===== src/rtl/axis_pulse_train_gen_if.sv =====
// Pulse-train generator bus: trigger and configuration in, gate and status out.
// The master side (trigger source / register bank) drives trig and cfg_*,
// the slave side (the generator) drives gate, busy, done and sts_pulses.
interface axis_pulse_train_gen_if #(
    parameter int CNTR_WIDTH = 32,
    parameter int NUM_WIDTH  = 16
);
    logic                  trig;
    logic [CNTR_WIDTH-1:0] cfg_delay;
    logic [CNTR_WIDTH-1:0] cfg_width;
    logic [CNTR_WIDTH-1:0] cfg_period;
    logic [NUM_WIDTH-1:0]  cfg_count;
    logic                  gate;
    logic                  busy;
    logic                  done;
    logic [NUM_WIDTH-1:0]  sts_pulses;

    modport master (
        output trig, cfg_delay, cfg_width, cfg_period, cfg_count,
        input  gate, busy, done, sts_pulses
    );

    modport slave (
        input  trig, cfg_delay, cfg_width, cfg_period, cfg_count,
        output gate, busy, done, sts_pulses
    );
endinterface


===== src/rtl/axis_pulse_train_gen.sv =====
// Triggered gate pulse-train generator.
// On an accepted trigger: wait cfg_delay cycles, then emit cfg_count gate
// pulses of cfg_width cycles with cfg_period rise-to-rise spacing.
// Optional macro PULSE_TRAIN_RETRIG_EN: a trigger while busy restarts the train.
module axis_pulse_train_gen #(
    parameter int CNTR_WIDTH = 32,
    parameter int NUM_WIDTH  = 16
) (
    input  logic                        aclk,
    input  logic                        aresetn,
    axis_pulse_train_gen_if.slave       bus
);

    typedef enum logic [1:0] {IDLE, DELAY, HIGH, LOW} state_t;

    localparam logic [CNTR_WIDTH-1:0] T_ONE = CNTR_WIDTH'(1);
    localparam logic [NUM_WIDTH-1:0]  N_ONE = NUM_WIDTH'(1);

    state_t                state, state_n;
    logic [CNTR_WIDTH-1:0] timer, timer_n;
    logic [CNTR_WIDTH-1:0] sh_width, sh_width_n;
    logic [CNTR_WIDTH-1:0] sh_low, sh_low_n;
    logic [NUM_WIDTH-1:0]  remain, remain_n;
    logic [NUM_WIDTH-1:0]  pulses, pulses_n;
    logic                  done_n;
    logic                  gate_q, busy_q, done_q;
    logic                  cfg_ok, start;

    // A zero width or zero count describes no train at all; such triggers are dropped.
    always_comb cfg_ok = (bus.cfg_width != '0) && (bus.cfg_count != '0);

`ifdef PULSE_TRAIN_RETRIG_EN
    // Any valid trigger (re)starts the train, aborting one in progress without done.
    always_comb start = bus.trig && cfg_ok;
`else
    // Triggers are only honoured between trains.
    always_comb start = bus.trig && cfg_ok && (state == IDLE);
`endif

    // Next-state logic: timers count down to 1, so a load of N gives exactly N cycles.
    always_comb begin
        state_n    = state;
        timer_n    = timer;
        sh_width_n = sh_width;
        sh_low_n   = sh_low;
        remain_n   = remain;
        pulses_n   = pulses;
        done_n     = 1'b0;
        if (start) begin
            // Low phase is precomputed at latch time; it never drops below one cycle.
            sh_width_n = bus.cfg_width;
            sh_low_n   = (bus.cfg_period > bus.cfg_width) ? (bus.cfg_period - bus.cfg_width) : T_ONE;
            remain_n   = bus.cfg_count;
            pulses_n   = '0;
            if (bus.cfg_delay != '0) begin
                state_n = DELAY;
                timer_n = bus.cfg_delay;
            end else begin
                state_n = HIGH;
                timer_n = bus.cfg_width;
            end
        end else begin
            case (state)
                DELAY: begin
                    if (timer == T_ONE) begin
                        state_n = HIGH;
                        timer_n = sh_width;
                    end else begin
                        timer_n = timer - T_ONE;
                    end
                end
                HIGH: begin
                    if (timer == T_ONE) begin
                        pulses_n = pulses + N_ONE;
                        if (remain == N_ONE) begin
                            state_n = IDLE;
                            done_n  = 1'b1;
                        end else begin
                            state_n  = LOW;
                            timer_n  = sh_low;
                            remain_n = remain - N_ONE;
                        end
                    end else begin
                        timer_n = timer - T_ONE;
                    end
                end
                LOW: begin
                    if (timer == T_ONE) begin
                        state_n = HIGH;
                        timer_n = sh_width;
                    end else begin
                        timer_n = timer - T_ONE;
                    end
                end
                default: state_n = IDLE;
            endcase
        end
    end

    // State, timers and outputs register together so all outputs track the state.
    always_ff @(posedge aclk) begin
        if (!aresetn) begin
            state    <= IDLE;
            timer    <= '0;
            sh_width <= '0;
            sh_low   <= '0;
            remain   <= '0;
            pulses   <= '0;
            gate_q   <= 1'b0;
            busy_q   <= 1'b0;
            done_q   <= 1'b0;
        end else begin
            state    <= state_n;
            timer    <= timer_n;
            sh_width <= sh_width_n;
            sh_low   <= sh_low_n;
            remain   <= remain_n;
            pulses   <= pulses_n;
            gate_q   <= (state_n == HIGH);
            busy_q   <= (state_n != IDLE);
            done_q   <= done_n;
        end
    end

    assign bus.gate       = gate_q;
    assign bus.busy       = busy_q;
    assign bus.done       = done_q;
    assign bus.sts_pulses = pulses;

endmodule

===== src/flat_wrapper.sv =====
// flat-port wrapper written by rule: the top's interface ports become plain ports
module axis_pulse_train_gen_flat 
#(
    parameter int CNTR_WIDTH = 32,
    parameter int NUM_WIDTH  = 16
)
  (aclk, aresetn, bus_trig, bus_cfg_delay, bus_cfg_width, bus_cfg_period, bus_cfg_count, bus_gate, bus_busy, bus_done, bus_sts_pulses);
  axis_pulse_train_gen_if #(.CNTR_WIDTH(CNTR_WIDTH), .NUM_WIDTH(NUM_WIDTH)) bus_i ();
  input  logic aclk;
  input  logic aresetn;
  input wire logic [$bits(bus_i.trig)-1:0] bus_trig;
  input wire logic [$bits(bus_i.cfg_delay)-1:0] bus_cfg_delay;
  input wire logic [$bits(bus_i.cfg_width)-1:0] bus_cfg_width;
  input wire logic [$bits(bus_i.cfg_period)-1:0] bus_cfg_period;
  input wire logic [$bits(bus_i.cfg_count)-1:0] bus_cfg_count;
  output wire logic [$bits(bus_i.gate)-1:0] bus_gate;
  output wire logic [$bits(bus_i.busy)-1:0] bus_busy;
  output wire logic [$bits(bus_i.done)-1:0] bus_done;
  output wire logic [$bits(bus_i.sts_pulses)-1:0] bus_sts_pulses;
  assign bus_i.trig = bus_trig;
  assign bus_i.cfg_delay = bus_cfg_delay;
  assign bus_i.cfg_width = bus_cfg_width;
  assign bus_i.cfg_period = bus_cfg_period;
  assign bus_i.cfg_count = bus_cfg_count;
  assign bus_gate = bus_i.gate;
  assign bus_busy = bus_i.busy;
  assign bus_done = bus_i.done;
  assign bus_sts_pulses = bus_i.sts_pulses;
  axis_pulse_train_gen #(.CNTR_WIDTH(CNTR_WIDTH), .NUM_WIDTH(NUM_WIDTH)) u_core (.aclk(aclk), .aresetn(aresetn), .bus(bus_i));
endmodule

===== config.mk =====
export PLATFORM = sky130hd
export DESIGN_NAME = axis_pulse_train_gen_flat
export DESIGN_NICKNAME = d
export VERILOG_FILES = /design/src/rtl/axis_pulse_train_gen_if.sv /design/src/rtl/axis_pulse_train_gen.sv /design/src/flat_wrapper.sv
export SDC_FILE = /design/constraint.sdc
export NUM_CORES = 1
export LEC_CHECK = 0
export ABC_AREA = 1
export BUFFER_PORTS_ARGS = -buffer_cell sky130_fd_sc_hd__buf_2
export CAP_MARGIN = 15
export CORE_UTILIZATION = 41
export DETAILED_ROUTE_END_ITERATION = 16
export PLACE_DENSITY = 0.63
export SETUP_SLACK_MARGIN = 0.2
export SYNTH_ARGS = -nofsm -noshare
export SYNTH_HDL_FRONTEND = slang
export SYNTH_SLANG_ARGS = --single-unit
export TNS_END_PERCENT = 10

===== constraint.sdc =====
create_clock -name aclk -period 2.6 [get_ports aclk]
set_clock_uncertainty 0.1 [all_clocks]
set_input_delay 0.26 -clock aclk [delete_from_list [all_inputs] [get_ports aclk]]
set_output_delay 0.26 -clock aclk [all_outputs]
set_load 0.005 [all_outputs]

==> metrics.cfg, run 1 <==
[outcome]
status=complete, no violations

[power_and_ir_drop]
peakVddDrop_mv=0.4935
powerDensity_nw_per_um2=553.8
power_mw=6.775
p_leak_nw=6.108

[clocking]
ctsLongestPathBuffers=2
numCtsBuffers=17
clk_pin_slew_ns=0.06
clock-sinks=133
clk_latency_ns=0.43
tritoncts=yes
h-tree-depth=4
clockRootBuffer=clkbuf_16

[global_routing]
overflow=0
grt_use_total_pct=28.24
grt_pass1_vias=10920
grt_pass1_wl_um=57820
grt_max_degree=57
antenna_found_initial=0

[layout]
final_common_cell=nand2_1
antenna_cells=0
final_cells=2309
syn_to_final_growth_pct=16.19
finish.utilization_pct=48.58
finalInstanceArea_sq_um=12230
num-nets-final=2119
final_cell_mix=nand2_1 (605), nor2_1 (255), inv_1 (241)
layout-drive-gt1-share_pct=11.62

[synthesis]
postSynthCellCount=1839
yosys.area.top_type=dfxtp_1
synth_flop_cell=dfxtp_1
synth-compound-area-share_pct=11.82
yosysUniqueCellTypes=44
synth_top_family_by_area=simple AND/OR/NAND/NOR gates
syn_area_sq_um=10530
synth_nets=1992
synth-seq-cells=133
yosysTopAreaCellShare_pct=25.29
syn_area_per_cell_sq_um=5.725
synthArstFlopShare_pct=0
synth_simple_gate_area_share_pct=42.31
yosysSeqAreaShare_pct=25.29
synth_edf_count=0
synthTopCellsByArea=dfxtp_1 (25%), nand2_1 (22%), nor2_1 (9.1%)
synthAdderAreaFrac_pct=4.587
yosys_warnings=0
synthXorXnorAreaFrac_pct=4.326
muxShareOfSynthArea_pct=0.09507

[setup_path]
cp-start-kind=flip-flop
critPathMaxFanout=5
reg2reg_slack_ns=0.34
end_kind=flip-flop
crit_required_ns=2.88
cp-startpoint=u_core.timer[0]
r2r-end=u_core.remain[8]
critical_path.endpoint=u_core.remain[8]
crit_arrival_ns=2.54
rr_worst_depth=11
crit_type=flip-flop to flip-flop
r2r-start=u_core.timer[0]

[sta]
rsz0062_at_grt=yes
finalHoldViolCount=0
fin_crit_sh_pct=86.98
drv_slew=0
finalSetupTns_ns=0
final-setup-viol-count=0
fmax_mhz=442.2
maxSlewHeadroom_pct=62.17
layout_min_cycle_time_ns=2.261
worst_pin_slew_ns=0.5624

[floorplanning]
die_h_um=162.3
dieArea_sq_um=26330
ios=134
fp.dieW_um=162.3
core_sq_um=25180
start_util_pct=41.81
row_count=58

[route]
drt-total-wl_um=36450
vias=11710
drt_pass1_iterations=5
drc_errors=0
drtIter0Drc=942
ant_nets=0
wl_per_cell_um=15.79
vias_per_cell=5.070

[place]
placed_area_sq_um=11640
gp_congestion=1.004
place_inst=2277
io_buffers=133
post-dp-hpwl_um=29350

[job]
drv_cap=0

[min_path]
hold_path_class=primary input to flip-flop

-- repair_timing --
action                                  in CTS  in global routing
endpoints found under the setup margin       0                  3
resized for setup                            0                  1
hold endpoints to repair                     0                  0
hold buffers                                 0                  0
buffers inserted                             0                  0
-- stage by stage --
stage | hold WS [ns] | worst slack (ns)
after floorplan | 0.3012 | 0.4832
after global placement | 0.3385 | 0.1691
after detailed placement | 0.3433 | 0.08522
after CTS | 0.04934 | 0.3400
after global routing | 0.07416 | 0.1597
final | 0.05800 | 0.3386
-- cell families (layout without fill, tap and decap cells) --
group           count (synthesis)  count (layout)
buf+inv                       305             445
mux                             1               1
flops                         133             133
fa+ha+maj                      38              38
compound gates                239             239
simple gates                 1071            1071
xor+xnor                       52              52
-- registers in the layout, summed over array words and instances, names as in the netlist --
| register | flops |
|---|---|
| u_core.state | 2 |
| u_core.bus.done | 1 |
| u_core.bus.busy | 1 |
| u_core.sh_low | 32 |
| u_core.remain | 16 |
| u_core.sh_width | 32 |
| u_core.timer | 32 |
| u_core.bus.gate | 1 |
| u_core.bus.sts_pulses | 16 |
-- worst min-delay path by stage --
stage                              from             endpoint  slack [ns]  cells past startpoint
finish                 bus_cfg_width[2]   u_core.sh_width[2]        0.06                      3
floorplan             bus_cfg_width[31]  u_core.sh_width[31]        0.30                      2
detailed placement    u_core.sh_low[22]    u_core.sh_low[22]        0.34                      2
global route           bus_cfg_width[1]   u_core.sh_width[1]        0.07                      3
global placement    u_core.sh_width[20]  u_core.sh_width[20]        0.34                      2
CTS                    bus_cfg_width[2]   u_core.sh_width[2]        0.05                      3
-- power breakdown --
group          total, mW  leakage (nW)  switching, mW  internal [mW]
logic               1.99          4.74           1.30          0.693
clock network       2.45         0.276          0.992           1.46
registers           2.33          1.09          0.137           2.20
-- Yosys cell counts, types with 8 or more instances --
| master | instances |
|---|---|
| o22ai_1 | 12 |
| ha_1 | 37 |
| nor2_2 | 12 |
| clkbuf_1 | 26 |
| nand3b_1 | 8 |
| nand3_1 | 109 |
| buf_2 | 23 |
| o21ai_0 | 119 |
| nand4_1 | 38 |
| dfxtp_1 | 133 |
| inv_1 | 242 |
| nor3_1 | 16 |
| xor2_1 | 24 |
| nor2_1 | 256 |
| xnor2_1 | 28 |
| nand2_1 | 605 |
| a21oi_1 | 88 |
-- critical path, stage by stage, from the launching register on --
cell	delay, ns
dfxtp_1	0.40
ha_1	0.26
nand2_1	0.07
nor2_1	0.13
nand3_1	0.16
nor2_4	0.18
nand3_1	0.26
nor2_1	0.36
nand2_1	0.09
nand3_1	0.10
nand2_1	0.05
inv_1	0.05
-- metal layers --
layer  part of all wire (%)  GRT usage (%)
met4                    2.3          8.705
met3                    5.8          3.294
met5                      0              0
met2                     44          44.19
met1                     48          40.19
-- layout make-up --
cell class | count | area [sq um]
Timing Repair Buffer | 165 | 984.7
Clock inverter | 12 | 145.1
Clock buffer | 20 | 446.7
Tap cell | 330 | 412.9
Fill cell | 2730 | 12950
Inverter | 248 | 930.9
Sequential cell | 133 | 2663
Multi-Input combinational cell | 1401 | 6650
Power figures use the tool's default switching activity.
==> run 2: changes to the inputs <==
--- a/config.mk
+++ b/config.mk
@@ -5,13 +5,13 @@
 export SDC_FILE = /design/constraint.sdc
 export NUM_CORES = 1
 export LEC_CHECK = 0
-export ABC_AREA = 1
-export BUFFER_PORTS_ARGS = -buffer_cell sky130_fd_sc_hd__buf_2
 export CAP_MARGIN = 15
 export CORE_UTILIZATION = 41
 export DETAILED_ROUTE_END_ITERATION = 16
-export PLACE_DENSITY = 0.63
+export DONT_BUFFER_PORTS = 1
+export PLACE_DENSITY = 0.58
 export SETUP_SLACK_MARGIN = 0.2
+export SKIP_LAST_GASP = 1
 export SYNTH_ARGS = -nofsm -noshare
 export SYNTH_HDL_FRONTEND = slang
 export SYNTH_SLANG_ARGS = --single-unit
==> run 2 against run 1 <==
Combinational power is 18% higher; largest cell class unchanged; the flow now finishes with violations (setup timing); sequential share of layout area is 1.9 points higher; register-to-register slack worse by 0.64 ns; area after synthesis is 17% lower; wire length is 20% lower.
==> metrics.cfg, run 2 <==
[layout]
layout-drive-gt1-share_pct=16.48
antenna_cells=0
final_common_cell=nand2_1
finalInstanceArea_sq_um=11250
top_regs=u_core.sh_low x32, u_core.sh_width x32, u_core.timer x32
final_cells=1610
syn_to_final_growth_pct=28.07
num-nets-final=1475
final_cell_mix=nand2_1 (170), dfxtp_1 (130), buf_4 (126)

[global_routing]
antenna_found_initial=0
grt_pass1_wl_um=44910
grt_pass1_vias=8528
overflow=0
grt_use_total_pct=26.21
grt_max_degree=36

[floorplanning]
start_util_pct=41.80
row_count=53
ios=134
fp.dieW_um=148.4
dieArea_sq_um=22020
die_h_um=148.4
core_sq_um=21020

[sta]
drv_slew=0
layout_min_cycle_time_ns=2.906
finalSetupTns_ns=-16.80
rsz0062_at_grt=yes
setup_ws_ns=-0.3060
final-setup-viol-count=97
fin_crit_sh_pct=111.8
worst_pin_slew_ns=0.9537
fmax_mhz=344.1
maxSlewHeadroom_pct=36.27
finalHoldViolCount=0

[route]
drtIter0Drc=688
ant_nets=0
drc_errors=0
drt-total-wl_um=29330
wl_per_cell_um=18.22
vias_per_cell=5.744
vias=9248
drt_pass1_iterations=5

[synthesis]
synth_commonest_cells=nand2_1 (173), dfxtp_1 (133), a21oi_1 (122)
muxShareOfSynthArea_pct=3.545
postSynthCellCount=1185
synth_most_common_cell=nand2_1
syn_area_sq_um=8787
synth-seq-cells=133
synth-compound-area-share_pct=25.17
synth_simple_gate_area_share_pct=25.57
synth_nets=1338
synthTopCellsByArea=dfxtp_1 (30%), nand2_1 (7.4%), a21oi_1 (6.9%)
synthAdderAreaFrac_pct=5.496
synth_flop_cell=dfxtp_1
synthXorXnorAreaFrac_pct=4.685
yosysSeqAreaShare_pct=30.30
syn_area_per_cell_sq_um=7.415
yosysTopAreaCellShare_pct=30.30
synthArstFlopShare_pct=0
yosys_warnings=0
yosysUniqueCellTypes=73
yosys.area.top_type=dfxtp_1
synth_edf_count=0
synth_top_family_by_area=simple AND/OR/NAND/NOR gates

[power_and_ir_drop]
peakVddDrop_mv=0.4553
switchingPower_mw=2.401
seq_power_share_pct=32.9
p_int_mw=4.828
p_leak_nw=4.495
clock_power_share_pct=34.6
switching_share_pct=33.21
pwr-share-comb_pct=32.6
powerDensity_nw_per_um2=642.4

[setup_path]
cp-start-kind=flip-flop
critPathMaxFanout=7
end_kind=flip-flop
crit_required_ns=2.85
crit_type=flip-flop to flip-flop
crit_arrival_ns=3.16

[clocking]
ctsLongestPathBuffers=2
clockRootBuffer=clkbuf_16
clk_latency_ns=0.43
clock-sinks=133
numCtsBuffers=17
h-tree-depth=4
clk_pin_slew_ns=0.06
tritoncts=yes

[place]
io_buffers=0
place_inst=1519
gp_congestion=0.8743
placed_area_sq_um=9961
post-dp-hpwl_um=21570

[job]
drv_cap=0

[outcome]
violations=setup timing
status=finished, violations left

[min_path]
hold_path_class=primary input to flip-flop

## run 2: changes by cell type after synthesis, sizes merged, moves of 35 or more
cell | before | now
nand3 | 112 | 33
nand2 | 614 | 173
inv | 245 | 46
nor4 | 2 | 37
nor2 | 270 | 93
o21ai | 125 | 82
## run 2: area by class of cell
class / count / area [sq um]
fillers: 2035 / 9768
multi-input cells: 936 / 5798
flip-flops and latches: 133 / 2666
repair buffers: 187 / 1664
clock buffers: 18 / 429.2
well taps: 275 / 344.1
inverters: 47 / 176.4
clock inverters: 14 / 175.2
## run 2: power groups by stage
| stage | Sequential (mW) | Clock, mW | Combinational [mW] |
|---|---|---|---|
| 2_1_floorplan | 2.39 | 0 | 1.44 |
| 3_3_place_gp | 2.40 | 0 | 2.17 |
| 3_5_place_dp | 2.41 | 0 | 2.18 |
| 4_1_cts | 2.36 | 2.54 | 2.27 |
| 5_1_grt | 2.39 | 2.63 | 2.59 |
| 6_report | 2.37 | 2.50 | 2.35 |
## run 2: cell families after synthesis
kind of cell             Yosys count
adder cells (fa/ha/maj)           38
AND/OR/NAND/NOR                  465
flip-flops                       133
buffers and inverters            117
AO/OA/AOI/OAI                    354
multiplexers                      31
XOR/XNOR                          47
## run 2: metal layers
metal | share of wire [%] | vias to the layer above | track usage [%]
li1 | - | 4623 | -
met1 | 45 | 4275 | 34.38
met2 | 47 | 302 | 42.63
met3 | 6.1 | 48 | 4.877
met4 | 2.6 | 0 | 9.794
met5 | 0 | - | 0
## run 2: worst paths after layout
check | start | to | slack (ns) | depth (start not counted)
hold / removal | bus_cfg_count[3] | u_core.remain[3] | 0.02 | 2
setup reg to reg | u_core.timer[1] | u_core.timer[0] | -0.31 | 10
setup / recovery | u_core.timer[1] | u_core.timer[0] | -0.31 | 10
hold reg to reg | u_core.sh_width[30] | u_core.sh_width[30] | 0.36 | 2
## run 2: repair_timing
item                       in CTS  in global routing
gates resized for setup         7                 25
setup endpoints to repair      69                101
setup buffers                   3                  9
cloned                          1                  1
pin swaps                       3                 14
hold endpoints to repair       56                  0
hold buffers                   45                  0
## run 2: per-stage QoR
stage                     utilization (%)  power [mW]  setup slack, ns  hold slack [ns]
after floorplan                         -       3.829          -0.3118           0.2960
after global placement              47.38       4.577          -0.2965           0.2869
after detailed placement            47.38       4.584          -0.3423           0.2929
after CTS                           52.68       7.172          -0.2735         0.007278
after global routing                53.53       7.606          -0.4041          0.02683
final                               53.53       7.229          -0.3060          0.01978
## run 2: critical path, cell delays in order, from the launching register on
cell       delay, ns
dfxtp_2         0.32
inv_2           0.07
ha_4            0.11
or4b_4          0.47
or4b_4          0.50
or3_4           0.37
o21ai_4         0.21
and3_4          0.33
clkbuf_16       0.18
nand2_1         0.05
a21oi_1         0.12
